--- config.mk ---
export PLATFORM = sky130hd
export DESIGN_NAME = seg_scan_driver
export DESIGN_NICKNAME = d
export VERILOG_FILES = /design/src/rtl/seg7_pkg.sv /design/src/rtl/seg_glyph.sv /design/src/rtl/seg_scan_driver.sv
export SDC_FILE = /design/constraint.sdc
export NUM_CORES = 1
export LEC_CHECK = 0
export CAP_MARGIN = 0
export CORE_MARGIN = 3
export CORE_UTILIZATION = 30
export DETAILED_ROUTE_END_ITERATION = 6
export SLEW_MARGIN = 40
export SYNTH_ARGS = -nofsm -noshare
export SYNTH_HDL_FRONTEND = slang
export SYNTH_SLANG_ARGS = --single-unit
--- constraint.sdc ---
create_clock -name clk -period 2.9 [get_ports clk]
set_input_delay 0.435 -clock clk [delete_from_list [all_inputs] [get_ports clk]]
set_output_delay 0.435 -clock clk [all_outputs]
set_load 0.01 [all_outputs]
--- src/rtl/seg7_pkg.sv ---
// Shared constants and helpers for the 7-segment scan driver.
// Segment order is {g,f,e,d,c,b,a}; all patterns are active-low.
package seg7_pkg;

  localparam int SPIN_STEPS = 6;

  localparam logic [6:0] SEG_BLANK = 7'b1111111;
  localparam logic [6:0] SEG_DASH  = 7'b0111111;

  localparam logic [6:0] DIGIT_GLYPH [0:9] = '{
    7'b1000000,  // 0
    7'b1111001,  // 1
    7'b0100100,  // 2
    7'b0110000,  // 3
    7'b0011001,  // 4
    7'b0010010,  // 5
    7'b0000010,  // 6
    7'b1111000,  // 7
    7'b0000000,  // 8
    7'b0010000   // 9
  };

  typedef logic [2:0] spin_step_t;

  // Spinner lights one outer segment (a..f) per step; g is never used.
  function automatic logic [6:0] spin_pattern(input spin_step_t step);
    spin_pattern = SEG_BLANK;
    if (int'(step) < SPIN_STEPS) spin_pattern[step] = 1'b0;
  endfunction

endpackage

--- src/rtl/seg_glyph.sv ---
// Combinational glyph decoder: one digit's code/flags to active-low segments.
module seg_glyph
  import seg7_pkg::*;
(
  input  logic       [3:0] code,
  input  logic             dp,
  input  logic             spin,
  input  spin_step_t       spin_step,
  input  logic             blank,
  output logic       [6:0] seg,
  output logic             seg_dpt
);

  // Priority: blank, then spinner, then BCD digit, then dash for invalid codes.
  always_comb begin
    // NOTE: both outputs get a default first so no path leaves them unassigned (no latch).
    seg     = SEG_BLANK;
    seg_dpt = 1'b1;
    if (blank) begin
      seg     = SEG_BLANK;
      seg_dpt = 1'b1;
    end else if (spin) begin
      seg     = spin_pattern(spin_step);
      seg_dpt = 1'b1;
    end else if (code <= 4'd9) begin
      seg     = DIGIT_GLYPH[code];
      seg_dpt = ~dp;
    end else begin
      // Invalid BCD: dash plus a lit decimal point as an error flag.
      seg     = SEG_DASH;
      seg_dpt = 1'b0;
    end
  end

endmodule

--- src/rtl/seg_scan_driver.sv ---
// Time-multiplexed N-digit common-anode 7-segment driver with double-buffered
// contents committed at frame boundaries, per-digit blink and a shared spinner.
module seg_scan_driver
  import seg7_pkg::*;
#(
  parameter int N_DIGITS     = 4,
  parameter int SCAN_DIV     = 50000,
  parameter int BLINK_FRAMES = 64,
  parameter int SPIN_FRAMES  = 8
) (
  input  logic                  clk,
  input  logic                  rst,
  input  logic                  load,
  input  logic [4*N_DIGITS-1:0] digits_in,
  input  logic [N_DIGITS-1:0]   dp_in,
  input  logic [N_DIGITS-1:0]   blink_en,
  input  logic [N_DIGITS-1:0]   spin_en,
  output logic [6:0]            seg,
  output logic                  seg_dpt,
  output logic [N_DIGITS-1:0]   an,
  output logic                  frame_tick
);

  localparam int CNT_W = $clog2(SCAN_DIV);
  localparam int IDX_W = (N_DIGITS > 1) ? $clog2(N_DIGITS) : 1;
  localparam int BLK_W = (BLINK_FRAMES > 1) ? $clog2(BLINK_FRAMES) : 1;
  localparam int SPC_W = (SPIN_FRAMES > 1) ? $clog2(SPIN_FRAMES) : 1;

  logic [CNT_W-1:0] scan_cnt;
  logic [IDX_W-1:0] idx;
  logic [BLK_W-1:0] blink_cnt;
  logic             blink_phase;
  logic [SPC_W-1:0] spin_cnt;
  spin_step_t       spin_step;
  logic             wrap_d;

  logic [4*N_DIGITS-1:0] pend_digits, shd_digits;
  logic [N_DIGITS-1:0]   pend_dp, shd_dp;
  logic [N_DIGITS-1:0]   pend_blink, shd_blink;
  logic [N_DIGITS-1:0]   pend_spin, shd_spin;
  logic                  pend_flag;
  logic                  shd_valid;

  logic       scan_wrap, frame_wrap;
  logic [3:0] cur_code;
  logic       cur_blank;
  logic [6:0] g_seg;
  logic       g_dpt;

  assign scan_wrap  = (scan_cnt == CNT_W'(SCAN_DIV - 1));
  assign frame_wrap = scan_wrap && (idx == IDX_W'(N_DIGITS - 1));

  // Scan position, frame-rate blink/spin counters and the frame-wrap delay for frame_tick.
  always_ff @(posedge clk or posedge rst) begin
    if (rst) begin
      scan_cnt    <= '0;
      idx         <= '0;
      blink_cnt   <= '0;
      blink_phase <= 1'b0;
      spin_cnt    <= '0;
      spin_step   <= '0;
      wrap_d      <= 1'b0;
    end else begin
      // NOTE: sequential state uses non-blocking assignments so every register samples pre-edge values.
      scan_cnt <= scan_wrap ? '0 : scan_cnt + 1'b1;
      wrap_d   <= frame_wrap;
      if (scan_wrap) idx <= frame_wrap ? '0 : idx + 1'b1;
      if (frame_wrap) begin
        if (blink_cnt == BLK_W'(BLINK_FRAMES - 1)) begin
          blink_cnt   <= '0;
          blink_phase <= ~blink_phase;
        end else begin
          blink_cnt <= blink_cnt + 1'b1;
        end
        if (spin_cnt == SPC_W'(SPIN_FRAMES - 1)) begin
          spin_cnt  <= '0;
          spin_step <= (spin_step == spin_step_t'(SPIN_STEPS - 1)) ? '0 : spin_step + 1'b1;
        end else begin
          spin_cnt <= spin_cnt + 1'b1;
        end
      end
    end
  end

  // Pending/shadow double buffer: shadow only changes on a frame wrap.
  always_ff @(posedge clk or posedge rst) begin
    if (rst) begin
      // NOTE: the buffers are small register banks, so resetting them is cheap and keeps the display deterministic.
      pend_digits <= '0;
      pend_dp     <= '0;
      pend_blink  <= '0;
      pend_spin   <= '0;
      pend_flag   <= 1'b0;
      shd_digits  <= '0;
      shd_dp      <= '0;
      shd_blink   <= '0;
      shd_spin    <= '0;
      shd_valid   <= 1'b0;
    end else if (load && frame_wrap) begin
      // Load coinciding with the wrap goes straight into the frame starting now.
      shd_digits <= digits_in;
      shd_dp     <= dp_in;
      shd_blink  <= blink_en;
      shd_spin   <= spin_en;
      shd_valid  <= 1'b1;
      pend_flag  <= 1'b0;
    end else begin
      if (load) begin
        pend_digits <= digits_in;
        pend_dp     <= dp_in;
        pend_blink  <= blink_en;
        pend_spin   <= spin_en;
        pend_flag   <= 1'b1;
      end
      if (frame_wrap && pend_flag) begin
        shd_digits <= pend_digits;
        shd_dp     <= pend_dp;
        shd_blink  <= pend_blink;
        shd_spin   <= pend_spin;
        shd_valid  <= 1'b1;
        pend_flag  <= 1'b0;
      end
    end
  end

  assign cur_code  = shd_digits[{idx, 2'b00} +: 4];
  assign cur_blank = ~shd_valid | (blink_phase & shd_blink[idx]);

  seg_glyph u_glyph (
    .code      (cur_code),
    .dp        (shd_dp[idx]),
    .spin      (shd_spin[idx]),
    .spin_step (spin_step),
    .blank     (cur_blank),
    .seg       (g_seg),
    .seg_dpt   (g_dpt)
  );

  // Registered pin drivers: one cycle behind the scan index; dark until contents are first committed.
  always_ff @(posedge clk or posedge rst) begin
    if (rst) begin
      seg        <= SEG_BLANK;
      seg_dpt    <= 1'b1;
      an         <= '1;
      frame_tick <= 1'b0;
    end else begin
      seg        <= g_seg;
      seg_dpt    <= g_dpt;
      an         <= shd_valid ? ~(N_DIGITS'(1) << idx) : '1;
      frame_tick <= wrap_d;
    end
  end

endmodule
==> results.yml, run 1 <==
detailed_routing:
  drt_first_pass_iters: 4
  wl_per_cell_um: 15.6
  num_vias: 3309
  ant_nets: 0
  drt_iter0_markers: 246
  routed_wl_mm: 10.3
  via_per_inst: 5.01
  drc: 0
worst_setup_path:
  cp.arrival_ns: 2.77
  cp_slowest_stage_delay_ns: 0.63
  path_class: "flop to flop"
  startpoint_type: "flop"
  path_max_fanout: 15
  cp_cell_sequence: "or4b_4 > or4_4 > o21ai_4 > buf_4 > mux2_2"
  crit_required_ns: 3.13
  critPathCaptureType: "flop"
  slowest_stage: "or4_4"
floorplan:
  start_util_pct: 30.8
  die_area_um2: 17900
  core-area_um2: 15900
  rows: 46
  die_x_um: 134
  num_io_pins: 44
  die_h_um: 134
placement:
  io_buffers: 43
  place.gp.congestion: 0.826
  dp_hpwl_mm: 7.01
synth:
  synth_edf_count: 0
  async_reset_ff_share_pct: 100
  postSynthCellCount: 395
  synthTopCellsByCount: "91 x dfrtp_1, 25 x o2bb2ai_1, 24 x nor2_1"
  synth_xor_xnor_area_share_pct: 3.21
  syn_nets: 439
  synth_area_per_cell_um2: 12.4
  synth.most_common_cell: "dfrtp_1"
  yosys.area.top_type: "dfrtp_1"
  synth_area_um2: 4910
  synth-simple-area-share_pct: 11.0
  synth_top_family_by_area: "compound AO/OA/AOI/OAI gates"
  synth.area.top_cells: "dfrtp_1 46%, dfstp_2 6.4%, mux2_4 6.1%, o2bb2ai_1 4.5%, ha_1 3.3%"
  seq_area_frac_synth_pct: 52.8
  synth.mux.area_fraction_pct: 12.5
  yosys_warnings: 0
  synthFlopType: "dfrtp_1"
  synth_fa_ha_area_share_pct: 3.31
  synth_compound_area_share_pct: 13.2
  yosysTopAreaCellShare_pct: 46.3
  synth_cell_type_count: 52
  ys_ff_latch: 103
grt:
  grt_start_max_net_pins: 104
  grt_pass1_vias: 3431
  gr-usage-all-layers_pct: 12.5
  grt_overflow: 0
  grt_pass1_wl_mm: 18.1
  antenna_found_initial: 0
power:
  power.density_nw_per_um2: 527
  p_sw_mw: 0.696
  p_comb_share_pct: 8.4
  leakage_nw: 2.52
  p_int_mw: 2.42
  worst_ir_drop_vdd_v: 0.000324
  p_seq_share_pct: 49.1
  switching_share_pct: 22.3
  power_mw: 3.12
  clkPwrFrac_pct: 42.4
cts:
  hold_buffers: 0
  clock-sinks: 103
  cts_repair_resize_count: 0
  cts_setup_buffers: 0
  cts_htree_levels: 3
  cts_made_buffers: 9
  cts_tree: "yes"
  clock_latency_ns: 0.35
  clockBufferDepth: 2
  clk_pin_slew_ns: 0.07
  root_buffer: "clkbuf_16"
timing:
  finalCritPeriodShare_pct: 87.4
  slew_viol_final: 0
  finalSetupViolations: 0
  hold_viol: 0
  finalSetupTns_ns: 0
  min_period_ns: 2.53
  skew_ns: 0.00724
  tightest_slew_ns: 0.566
  rsz0062_at_grt: "false"
  max_freq_mhz: 395
  slew_headroom_pct: 62.3
finish:
  regArea_um2: 2590
  num_antenna_cells: 0
  fin_nets: 484
  multi_input_area_um2: 2130
  area_delta_synth_final_pct: 20.4
  nFillCells: 1543
  drive_above_1_share_pct: 19.8
outcome:
  status: "completed"
hold_path:
  hp-class: "flop to flop"
flow_run:
  maxCapViolations: 0
-- registers in the layout, indices dropped and copies added, names as in the netlist, 2 cells and up --
signal       count
idx              2
shd_dp           4
pend_spin        4
spin_cnt         3
blink_cnt        6
shd_blink        4
pend_dp          4
shd_spin         4
pend_digits     16
scan_cnt        16
spin_step        3
pend_blink       4
shd_digits      16
seg              7
an               4
-- cell families after synthesis --
family	after synthesis
AOI/OAI and AO/OA	86
xor gates and xnor gates	18
adders and majority gates	13
buffers and inverters	36
DFF	103
muxes	41
and+or+nand+nor	98
-- through the flow --
stage / setup slack [ns] / util (%) / std cells / hold WS (ns) / cell area (um^2)
global route: 0.274 / 37.1 / 661 / 0.370 / 5920
floorplan: 0.392 / - / 395 / 0.331 / 4920
CTS: 0.366 / 37.1 / 661 / 0.359 / 5920
global placement: 0.412 / 35.1 / 645 / 0.343 / 5590
finish: 0.366 / 37.1 / 661 / 0.353 / 5920
detailed placement: 0.385 / 35.1 / 645 / 0.343 / 5590
-- power groups by stage --
stage,sequential (mW),combinational [mW],clock [mW]
floorplan,1.55,0.181,0
global placement,1.56,0.260,0
detailed placement,1.56,0.267,0
CTS,1.53,0.268,1.37
global route,1.54,0.294,1.43
finish,1.53,0.263,1.32
-- path summary, 6_finish.rpt --
check,endpoint,slack (ns),from,depth (start not counted)
setup / recovery,pend_spin[2],0.37,scan_cnt[11],5
hold / removal,frame_tick,0.35,wrap_d,0
setup reg to reg,pend_spin[2],0.37,scan_cnt[11],5
hold reg to reg,frame_tick,0.35,wrap_d,0
max in group asynchronous,shd_digits[10],1.90,rst,3
min in group asynchronous,scan_cnt[13],0.58,rst,3
-- metal layers --
layer  wire (um)  share of wire [%]  vias to the layer above  GRT usage (%)
li1            -                  -                     1554              -
met1        4980                 48                     1668           17.9
met2        4600                 45                       78           18.3
met3         610                5.9                        9           3.79
met4         112                1.1                        0           3.89
met5           0                  0                        -              0
-- layout by cell type, fill, tap and decap left out, types with 2 or more instances in the layout --
cell | synthesis | routed
a211oi_1 | 4 | 4
a21o_1 | 2 | 2
a21oi_1 | 7 | 7
a22oi_1 | 18 | 18
a31oi_1 | 8 | 8
a41o_1 | 2 | 2
and2_1 | 7 | 7
and3_1 | 5 | 5
buf_4 | 0 | 12
bufinv_16 | 0 | 2
clkbuf_16 | 0 | 9
clkdlybuf4s50_1 | 0 | 43
clkinvlp_4 | 0 | 2
dfrtp_1 | 91 | 91
dfstp_2 | 12 | 12
ha_1 | 13 | 13
inv_1 | 13 | 12
mux2_2 | 14 | 14
mux2_4 | 20 | 20
mux4_2 | 7 | 7
nand2_1 | 12 | 12
nand2b_1 | 2 | 2
nand3_1 | 14 | 14
nand4_1 | 4 | 4
nand4b_1 | 2 | 2
nor2_1 | 24 | 24
nor2b_1 | 5 | 5
nor3_1 | 4 | 4
nor4_1 | 9 | 8
o211ai_1 | 2 | 2
o21a_1 | 2 | 2
o21ai_0 | 9 | 9
o2bb2ai_1 | 25 | 25
xnor2_1 | 10 | 10
xor2_1 | 8 | 8
-- layout make-up --
| class | instances | area share, % |
|---|---|---|
| Sequential cell | 103 | 43.8 |
| Multi-Input combinational cell | 256 | 36.1 |
| Timing Repair Buffer | 56 | 9.13 |
| Tap cell | 216 | 4.57 |
| Clock buffer | 11 | 4.10 |
| Clock inverter | 5 | 1.37 |
| Inverter | 14 | 0.951 |
-- critical path, delay by kind of cell (launching register included) --
family / cells / cell delay (ns)
buf+inv: 1 / 0.28
simple gates: 2 / 1.15
flops: 1 / 0.45
compound gates: 1 / 0.16
mux: 1 / 0.37
(Power assumes the default switching activity.)
==> run 2: changes to the inputs <==
- CORE_MARGIN: 3 -> 10
==> results.yml, run 2 (same netlist as run 1, synthesis figures left out) <==
finish:
  area_delta_synth_final_pct: 21.0
  final_cell_mix: "91 x dfrtp_1, 43 x clkdlybuf4s50_1, 25 x o2bb2ai_1"
  final_common_cell: "dfrtp_1"
  fin_area_um2: 5940
  num_antenna_cells: 0
  multi_input_area_um2: 2130
  regArea_um2: 2590
  fin_nets: 488
  nFillCells: 1557
  top_regs: "pend_digits x16, scan_cnt x16, shd_digits x16"
  drive_above_1_share_pct: 20.7
timing:
  tightest_slew_ns: 0.692
  min_period_ns: 2.55
  max_freq_mhz: 392
  finalSetupTns_ns: 0
  rsz0062_at_grt: "false"
  slew_headroom_pct: 53.9
  finalCritPeriodShare_pct: 87.9
  skew_ns: 0.00696
  finalSetupViolations: 0
  hold_viol: 0
  slew_viol_final: 0
detailed_routing:
  wl_per_cell_um: 16.4
  via_per_inst: 4.98
  num_vias: 3314
  routed_wl_mm: 10.9
  drt_iter0_markers: 232
  ant_nets: 0
  drc: 0
  drt_first_pass_iters: 4
floorplan:
  die_h_um: 148
  num_io_pins: 44
  start_util_pct: 30.8
  die_x_um: 148
  core-area_um2: 15900
  rows: 46
  die_area_um2: 21900
cts:
  clock-sinks: 103
  cts_made_buffers: 9
  cts_setup_buffers: 0
  hold_buffers: 0
  cts_htree_levels: 3
  cts_repair_resize_count: 0
  root_buffer: "clkbuf_16"
  clk_pin_slew_ns: 0.07
  clock_latency_ns: 0.35
  cts_tree: "yes"
  clockBufferDepth: 2
placement:
  dpl_cell_area_um2: 5610
  place.gp.congestion: 0.787
  dp_hpwl_mm: 7.59
  io_buffers: 43
grt:
  grt_overflow: 0
  grt_pass1_vias: 3496
  gr-usage-all-layers_pct: 10.3
  antenna_found_initial: 0
  grt_pass1_wl_mm: 18.4
  grt_start_max_net_pins: 57
power:
  switching_share_pct: 22.0
  power.density_nw_per_um2: 527
  p_seq_share_pct: 48.9
  p_comb_share_pct: 8.4
  p_sw_mw: 0.689
  p_int_mw: 2.45
  leakage_nw: 2.54
  worst_ir_drop_vdd_v: 0.000311
  clkPwrFrac_pct: 42.7
worst_setup_path:
  startpoint_type: "flop"
  ff2ff_path_depth: 5
  r2r_end: "pend_spin[0]"
  path_class: "flop to flop"
  slowest_stage: "or4_4"
  r2r_slack_ns: 0.35
  cp_slowest_stage_delay_ns: 0.65
  cp.arrival_ns: 2.78
  worst-path-buf-inv: 1
  cp_cell_sequence: "or4b_4 > or4_4 > o21ai_4 > buf_4 > mux2_2"
  crit_required_ns: 3.13
  path_delay_family: "simple AND/OR/NAND/NOR gates"
  path_max_fanout: 15
  worstReg2RegStart: "scan_cnt[11]"
  critPathCaptureType: "flop"
hold_path:
  worstHoldPathCells: 0
  holdPathEnd: "frame_tick"
  hp-class: "flop to flop"
  hold_start: "wrap_d"
flow_run:
  maxCapViolations: 0
outcome:
  status: "completed"
run 2: cell count changes in the layout (fill, tap and decap cells not counted), sizes merged:
cell,previous run,this run
buf,13,17
clkinvlp,2,1
clkinv,2,3
run 2: power groups by stage:
stage	Combinational [mW]	Sequential [mW]	Clock, mW
2_1_floorplan	0.181	1.55	0
3_3_place_gp	0.258	1.56	0
3_5_place_dp	0.265	1.56	0
4_1_cts	0.267	1.53	1.37
5_1_grt	0.290	1.54	1.44
6_report	0.262	1.53	1.34
run 2: worst max path at each step:
| stage | startpoint | endpoint | slack, ns | cells past startpoint |
|---|---|---|---|---|
| 2_1_floorplan | scan_cnt[7] | pend_blink[0] | 0.39 | 6 |
| 3_3_place_gp | scan_cnt[7] | pend_digits[15] | 0.41 | 5 |
| 3_5_place_dp | scan_cnt[11] | spin_cnt[2] | 0.37 | 4 |
| 4_1_cts | scan_cnt[11] | spin_cnt[2] | 0.36 | 4 |
| 5_1_grt | scan_cnt[11] | spin_cnt[2] | 0.27 | 4 |
| 6_report | scan_cnt[11] | pend_spin[0] | 0.35 | 5 |
run 2: area by class of cell:
cell class,count,share of cell area (%)
multi-input cells,256,35.9
inverters,14,0.947
clock buffers,11,4.25
repair buffers,60,9.39
flip-flops and latches,103,43.6
well taps,216,4.55
clock inverters,5,1.33
run 2: layer usage:
layer / global-route usage (%) / part of all wire (%)
met2: 16.1 / 47
met5: 0 / 0
met1: 13.4 / 47
met4: 2.53 / 0.82
met3: 3.42 / 5.0
run 2: metrics by stage:
stage	util [%]	hold WS, ns	setup WS (ns)	std cells	power (mW)
after global placement	35.2	0.351	0.411	649	1.82
after detailed placement	35.2	0.351	0.368	649	1.82
after CTS	37.3	0.367	0.362	665	3.17
after floorplan	-	0.331	0.392	395	1.73
after global routing	37.3	0.389	0.273	665	3.27
final	37.3	0.357	0.352	665	3.13
